===== src/rtl/alu_rs_sched.sv =====
// Reservation station and issue scheduler for the single ALU: buffers dispatched
// instructions, snoops the ALU/LSB result buses, and issues the lowest-index ready entry.
module alu_rs_sched #(
    parameter int RS_SIZE = 8,
    parameter int ROB_W   = 4
) (
    input  logic             clk,
    input  logic             rst_n,
    input  logic             rdy,
    input  logic             rollback,
    input  logic             in_valid,
    input  logic [ROB_W-1:0] in_rob_pos,
    input  logic [6:0]       in_opcode,
    input  logic [2:0]       in_funct3,
    input  logic             in_funct7,
    input  logic             in_q1_busy,
    input  logic [ROB_W-1:0] in_q1,
    input  logic [31:0]      in_v1,
    input  logic             in_q2_busy,
    input  logic [ROB_W-1:0] in_q2,
    input  logic [31:0]      in_v2,
    input  logic [31:0]      in_imm,
    input  logic [31:0]      in_pc,
    output logic             rs_full,
    input  logic             alu_cdb_valid,
    input  logic [ROB_W-1:0] alu_cdb_rob_pos,
    input  logic [31:0]      alu_cdb_val,
    input  logic             lsb_cdb_valid,
    input  logic [ROB_W-1:0] lsb_cdb_rob_pos,
    input  logic [31:0]      lsb_cdb_val,
    output logic             alu_en,
    output logic [ROB_W-1:0] alu_rob_pos,
    output logic [6:0]       alu_opcode,
    output logic [2:0]       alu_funct3,
    output logic             alu_funct7,
    output logic [31:0]      alu_val1,
    output logic [31:0]      alu_val2,
    output logic [31:0]      alu_imm,
    output logic [31:0]      alu_pc
);

    localparam int IDX_W = $clog2(RS_SIZE);

    logic [RS_SIZE-1:0] busy;
    logic [RS_SIZE-1:0] q1_busy;
    logic [RS_SIZE-1:0] q2_busy;
    logic [ROB_W-1:0]   q1      [RS_SIZE];
    logic [ROB_W-1:0]   q2      [RS_SIZE];
    logic [31:0]        v1      [RS_SIZE];
    logic [31:0]        v2      [RS_SIZE];
    logic [ROB_W-1:0]   rob_pos [RS_SIZE];
    logic [6:0]         opcode  [RS_SIZE];
    logic [2:0]         funct3  [RS_SIZE];
    logic               funct7  [RS_SIZE];
    logic [31:0]        imm     [RS_SIZE];
    logic [31:0]        pc      [RS_SIZE];

    logic [RS_SIZE-1:0] ready;
    logic [RS_SIZE-1:0] free_mask;
    logic               issue_hit;
    logic [IDX_W-1:0]   issue_idx;
    logic               free_hit;
    logic [IDX_W-1:0]   free_idx;
    logic               byp1_busy;
    logic [31:0]        byp1_val;
    logic               byp2_busy;
    logic [31:0]        byp2_val;

    assign rs_full = &busy;

    // Priority pick of issue slot and dispatch slot; the issuing slot counts as free
    // so a dispatch may reuse it on the same edge.
    always_comb begin
        ready     = busy & ~q1_busy & ~q2_busy;
        issue_hit = 1'b0;
        issue_idx = '0;
        for (int i = RS_SIZE - 1; i >= 0; i--) begin
            if (ready[i]) begin
                issue_hit = 1'b1;
                issue_idx = IDX_W'(i);
            end
        end
        free_mask = ~busy;
        if (issue_hit) free_mask[issue_idx] = 1'b1;
        free_hit = 1'b0;
        free_idx = '0;
        for (int i = RS_SIZE - 1; i >= 0; i--) begin
            if (free_mask[i]) begin
                free_hit = 1'b1;
                free_idx = IDX_W'(i);
            end
        end
    end

    always_comb begin
        byp1_busy = in_q1_busy;
        byp1_val  = in_v1;
        if (in_q1_busy && alu_cdb_valid && alu_cdb_rob_pos == in_q1) begin
            byp1_busy = 1'b0;
            byp1_val  = alu_cdb_val;
        end else if (in_q1_busy && lsb_cdb_valid && lsb_cdb_rob_pos == in_q1) begin
            byp1_busy = 1'b0;
            byp1_val  = lsb_cdb_val;
        end
        byp2_busy = in_q2_busy;
        byp2_val  = in_v2;
        if (in_q2_busy && alu_cdb_valid && alu_cdb_rob_pos == in_q2) begin
            byp2_busy = 1'b0;
            byp2_val  = alu_cdb_val;
        end else if (in_q2_busy && lsb_cdb_valid && lsb_cdb_rob_pos == in_q2) begin
            byp2_busy = 1'b0;
            byp2_val  = lsb_cdb_val;
        end
    end

    always_ff @(posedge clk or negedge rst_n) begin
        if (!rst_n) begin
            busy        <= '0;
            q1_busy     <= '0;
            q2_busy     <= '0;
            alu_en      <= 1'b0;
            alu_rob_pos <= '0;
            alu_opcode  <= '0;
            alu_funct3  <= '0;
            alu_funct7  <= 1'b0;
            alu_val1    <= '0;
            alu_val2    <= '0;
            alu_imm     <= '0;
            alu_pc      <= '0;
            for (int i = 0; i < RS_SIZE; i++) begin
                q1[i]      <= '0;
                q2[i]      <= '0;
                v1[i]      <= '0;
                v2[i]      <= '0;
                rob_pos[i] <= '0;
                opcode[i]  <= '0;
                funct3[i]  <= '0;
                funct7[i]  <= 1'b0;
                imm[i]     <= '0;
                pc[i]      <= '0;
            end
        end else if (rdy) begin
            if (rollback) begin
                busy   <= '0;
                alu_en <= 1'b0;
            end else begin
                alu_en <= issue_hit;
                if (issue_hit) begin
                    alu_rob_pos     <= rob_pos[issue_idx];
                    alu_opcode      <= opcode[issue_idx];
                    alu_funct3      <= funct3[issue_idx];
                    alu_funct7      <= funct7[issue_idx];
                    alu_val1        <= v1[issue_idx];
                    alu_val2        <= v2[issue_idx];
                    alu_imm         <= imm[issue_idx];
                    alu_pc          <= pc[issue_idx];
                    busy[issue_idx] <= 1'b0;
                end
                // Wakeup; the ALU bus is checked first so it wins on a double match.
                for (int i = 0; i < RS_SIZE; i++) begin
                    if (busy[i] && q1_busy[i]) begin
                        if (alu_cdb_valid && alu_cdb_rob_pos == q1[i]) begin
                            q1_busy[i] <= 1'b0;
                            v1[i]      <= alu_cdb_val;
                        end else if (lsb_cdb_valid && lsb_cdb_rob_pos == q1[i]) begin
                            q1_busy[i] <= 1'b0;
                            v1[i]      <= lsb_cdb_val;
                        end
                    end
                    if (busy[i] && q2_busy[i]) begin
                        if (alu_cdb_valid && alu_cdb_rob_pos == q2[i]) begin
                            q2_busy[i] <= 1'b0;
                            v2[i]      <= alu_cdb_val;
                        end else if (lsb_cdb_valid && lsb_cdb_rob_pos == q2[i]) begin
                            q2_busy[i] <= 1'b0;
                            v2[i]      <= lsb_cdb_val;
                        end
                    end
                end
                if (in_valid && !rs_full && free_hit) begin
                    busy[free_idx]    <= 1'b1;
                    q1_busy[free_idx] <= byp1_busy;
                    q1[free_idx]      <= in_q1;
                    v1[free_idx]      <= byp1_val;
                    q2_busy[free_idx] <= byp2_busy;
                    q2[free_idx]      <= in_q2;
                    v2[free_idx]      <= byp2_val;
                    rob_pos[free_idx] <= in_rob_pos;
                    opcode[free_idx]  <= in_opcode;
                    funct3[free_idx]  <= in_funct3;
                    funct7[free_idx]  <= in_funct7;
                    imm[free_idx]     <= in_imm;
                    pc[free_idx]      <= in_pc;
                end
            end
        end
    end

endmodule


===== config.mk =====
export PLATFORM = sky130hd
export DESIGN_NAME = alu_rs_sched
export DESIGN_NICKNAME = d
export VERILOG_FILES = /design/src/rtl/alu_rs_sched.sv
export SDC_FILE = /design/constraint.sdc
export NUM_CORES = 2
export LEC_CHECK = 0
export CORE_MARGIN = 1.5
export CORE_UTILIZATION = 30
export CTS_CLUSTER_SIZE = 8
export DETAILED_ROUTE_END_ITERATION = 8
export PLACE_DENSITY = 0.48
export SYNTH_ARGS = -nofsm -noshare
export SYNTH_HDL_FRONTEND = slang
export SYNTH_SLANG_ARGS = --single-unit

===== constraint.sdc =====
create_clock -name clk -period 5.1 [get_ports clk]
set_input_delay 0.765 -clock clk [delete_from_list [all_inputs] [get_ports clk]]
set_output_delay 0.765 -clock clk [all_outputs]
set_load 0.05 [all_outputs]

==> metrics.txt <==
status=complete, no violations; Pleak=36.2 nW; CTS Buf Count=roughly 190; Post-Syn Area=70900 sq um; max-cap viol count=0; Worst Tran Pin Value=around 1.3 ns; Tmin final=4.04 ns; # rows=~180; overall global routing resource usage=0.262; Post-synth EDFFs=0; Die X=~490 microns; synthesized area per cell=approximately 10 sq um; layout cells sized above 1=0.165; Cell Count, Final, Fillers Out=10333; worst-path cell chain=nor3b_2 -> or4_1 -> o22ai_1 -> o22a_1 -> a211oi_2 -> buf_4 -> nor2_4 -> buf_4 -> mux2_2; Core Area=235000 sq um; Final Routed Wirelength=around 320000 microns; clock sinks=1376; number of global-route vias before repair=61655; post-detail-place hpwl=~180000 microns; Yosys top cell area share=0.486; Hold WC Path Type=flop to flop; Design Area, Final=between 80000 and 90000 sq um; dpl cell area=roughly 80000 sq um; syn_nets=approximately 7300; sequential area share after synthesis=0.486; FF+latch count, synth=approximately 1400; vias per inst=6.00; library cells used by synthesis=between 70 and 80; drt first pass iters=9; final hold vios=0; worst skew pair latency=0.86 ns; Root Buffer=clkbuf_16; # port buffers=around 380; Final Cycle Share=0.793; # setup viols final=0; first-pass GRT wire length=458000 microns; most used cell, CP=buf_4; Gate Count Post-Synth=approximately 7000; slowest CP cell=or4_1; Final TNS setup=0 ns; post-route ant nets=0; hold path start=imm[49]$_DFFE_PN0P_; reg2reg path depth=9; Post-layout nets=7381; antenna violations before repair=37; vias=62031; Die ar.=about 240000 sq um; YS warnings=0; Worst-path clk slew=0.06 ns; CP peak stage delay=between 0.6 and 0.7 ns; Worst EP required=between 5 and 6 ns; global route total overflow=0; Worst EP arrival=between 4 and 5 ns; Max-Slew Margin vs Limit=0.105; Yosys top cell by area=dfrtp_1; Die H=a little under 500 microns; synth top area cells=dfrtp_1 (49%), mux2_2 (9.0%), nand2_1 (6.4%); count of final max-slew check failures=0; setup slack, reg-to-reg=1.06 ns; fmax=approximately 250 MHz; clk buf depth=3; multi-input logic area=~34000 sq um; Worst R2R End=q1[4]$_DFFE_PN0P_; Worst setup SP type=flop; RSZ-0062 raised after global routing=no; initial DRC count=between 7000 and 8000; crit path max fanout=34; DRC=0; hold depth=1; average wire per standard cell=30.9 microns; Area Overhead vs Synth=18.7%; placed insts=about 10000; asr flop ratio synth=1.00; area occupied by registers=about 34000 sq um; Post-CTS Resized=0; pin count of the biggest net entering global routing=155; Initial Utilization=0.301; CTS tree=built; kind of critical path=flop to flop; Pwr per Cell Area=between 300 and 400 nW/um^2; CP Capture Type=flop; fillers=23432; clock skew=~0.048 ns; GPL Wtd Cong=between 0.8 and 0.9; RR Startpoint=busy[1]$_DFFE_PN0P_; maximum vdd ir drop=between 0.3 and 0.4 mV; H-tree depth=4; Hold Path Sink=imm[49]$_DFFE_PN0P_; dominant synthesized flop cell=dfrtp_1; # IOs=377
cell families after synthesis:
kind of cell | Yosys count | share of synthesized area
muxes | 1012 | 0.155
and+or+nand+nor | 2164 | 0.132
xor gates and xnor gates | 144 | 0.0178
DFF | 1376 | 0.486
AOI/OAI and AO/OA | 1558 | 0.165
buffers and inverters | 812 | 0.0447
cell usage after synthesis, types with 14 or more instances:
cell	number
nand2b_1	57
a21oi_1	410
a222oi_1	64
o22ai_1	26
xnor2_1	43
o21ai_0	186
a221o_1	142
buf_2	87
o221a_2	56
a211oi_1	68
o211ai_1	20
or2_2	14
a31oi_1	48
inv_1	70
dfrtp_1	1376
clkbuf_1	572
mux2i_1	323
nand2_1	1218
mux2_1	121
nor3_1	222
a221oi_1	315
mux2_2	568
buf_1	78
nand3_1	145
o32a_1	143
and3_1	137
nor2_1	304
xor2_1	101
state kept, by name, indices dropped and copies added (netlist names), 3 cells and up:
signal and flops:
alu_funct3 3, opcode 56, busy 8, alu_imm 32, v1 256, q2 32
q2_busy 8, pc 256, alu_rob_pos 4, alu_val2 32, rob_pos 32, alu_val1 32
funct3 24, q1 32, alu_pc 32, alu_opcode 7, q1_busy 8, funct7 8
v2 256, imm 256
critical path: cells and delay by family (launching register included):
family / cells / cell delay, ns
compound gates: 3 / 0.51
mux: 1 / 0.41
flops: 1 / 0.54
buf+inv: 2 / 0.82
simple gates: 3 / 1.58
routing by layer:
layer  up-vias  routed length [microns]  track usage  share of wire
met2      3555                   140000        0.399           0.44
met1     31758                   131000        0.345           0.41
met3       920                    30700       0.0640          0.096
met4        48                    17200        0.129          0.054
met5         -                      333            0         0.0010
li1      25750                        -            -              -
stage by stage:
stage	setup slack [ns]	total power, mW	util	hold WS, ns
final	1.06	33.5	0.358	0.483
after global routing	0.838	34.9	0.358	0.491
after CTS	1.05	33.8	0.358	0.486
after detailed placement	0.730	21.9	0.335	0.475
after global placement	0.653	21.7	0.335	0.467
after floorplan	1.58	18.4	-	0.458
area by class of cell:
class                           instances  share of cell area
Tap cell                             3150              0.0468
Antenna cell                           12            0.000357
Clock inverter                         16             0.00404
Inverter                               72             0.00321
Sequential cell                      1376               0.409
Multi-Input combinational cell       4878               0.400
Clock buffer                          200              0.0583
Timing Repair Buffer                  629              0.0779
cells in the final DEF, fill, tap and decap left out, drive strengths merged, types with 225 or more instances in the layout:
master,netlist,routed
a21oi,410,410
a221oi,315,315
buf,168,253
clkdlybuf4s50,0,375
dfrtp,1376,1376
mux2,689,689
mux2i,323,323
nand2,1218,1218
nor2,304,304
nor3,225,225
where the power goes:
group          internal (mW)  switching, mW  total (mW)  leakage (nW)
registers               12.7           1.33        14.0          17.8
logic                   2.89           4.82        7.71          15.9
clock network           6.76           5.06        11.8          2.56
worst max-delay path by stage:
stage,from,end,slack (ns)
floorplan,busy[4]$_DFFE_PN0P_,funct3[18]$_DFFE_PN0P_,1.58
global placement,alu_cdb_rob_pos[1],v1[38]$_DFFE_PN0P_,0.65
detailed placement,alu_cdb_rob_pos[1],v1[38]$_DFFE_PN0P_,0.73
CTS,busy[1]$_DFFE_PN0P_,q1[4]$_DFFE_PN0P_,1.05
global route,busy[1]$_DFFE_PN0P_,q1[4]$_DFFE_PN0P_,0.84
finish,busy[1]$_DFFE_PN0P_,q1[4]$_DFFE_PN0P_,1.06
timing repair:
item | CTS | global route
buffers inserted | 0 | 0
hold buffers | 1 | 0
hold endpoints to repair | 87 | 0
Power figures use the tool's default switching activity.
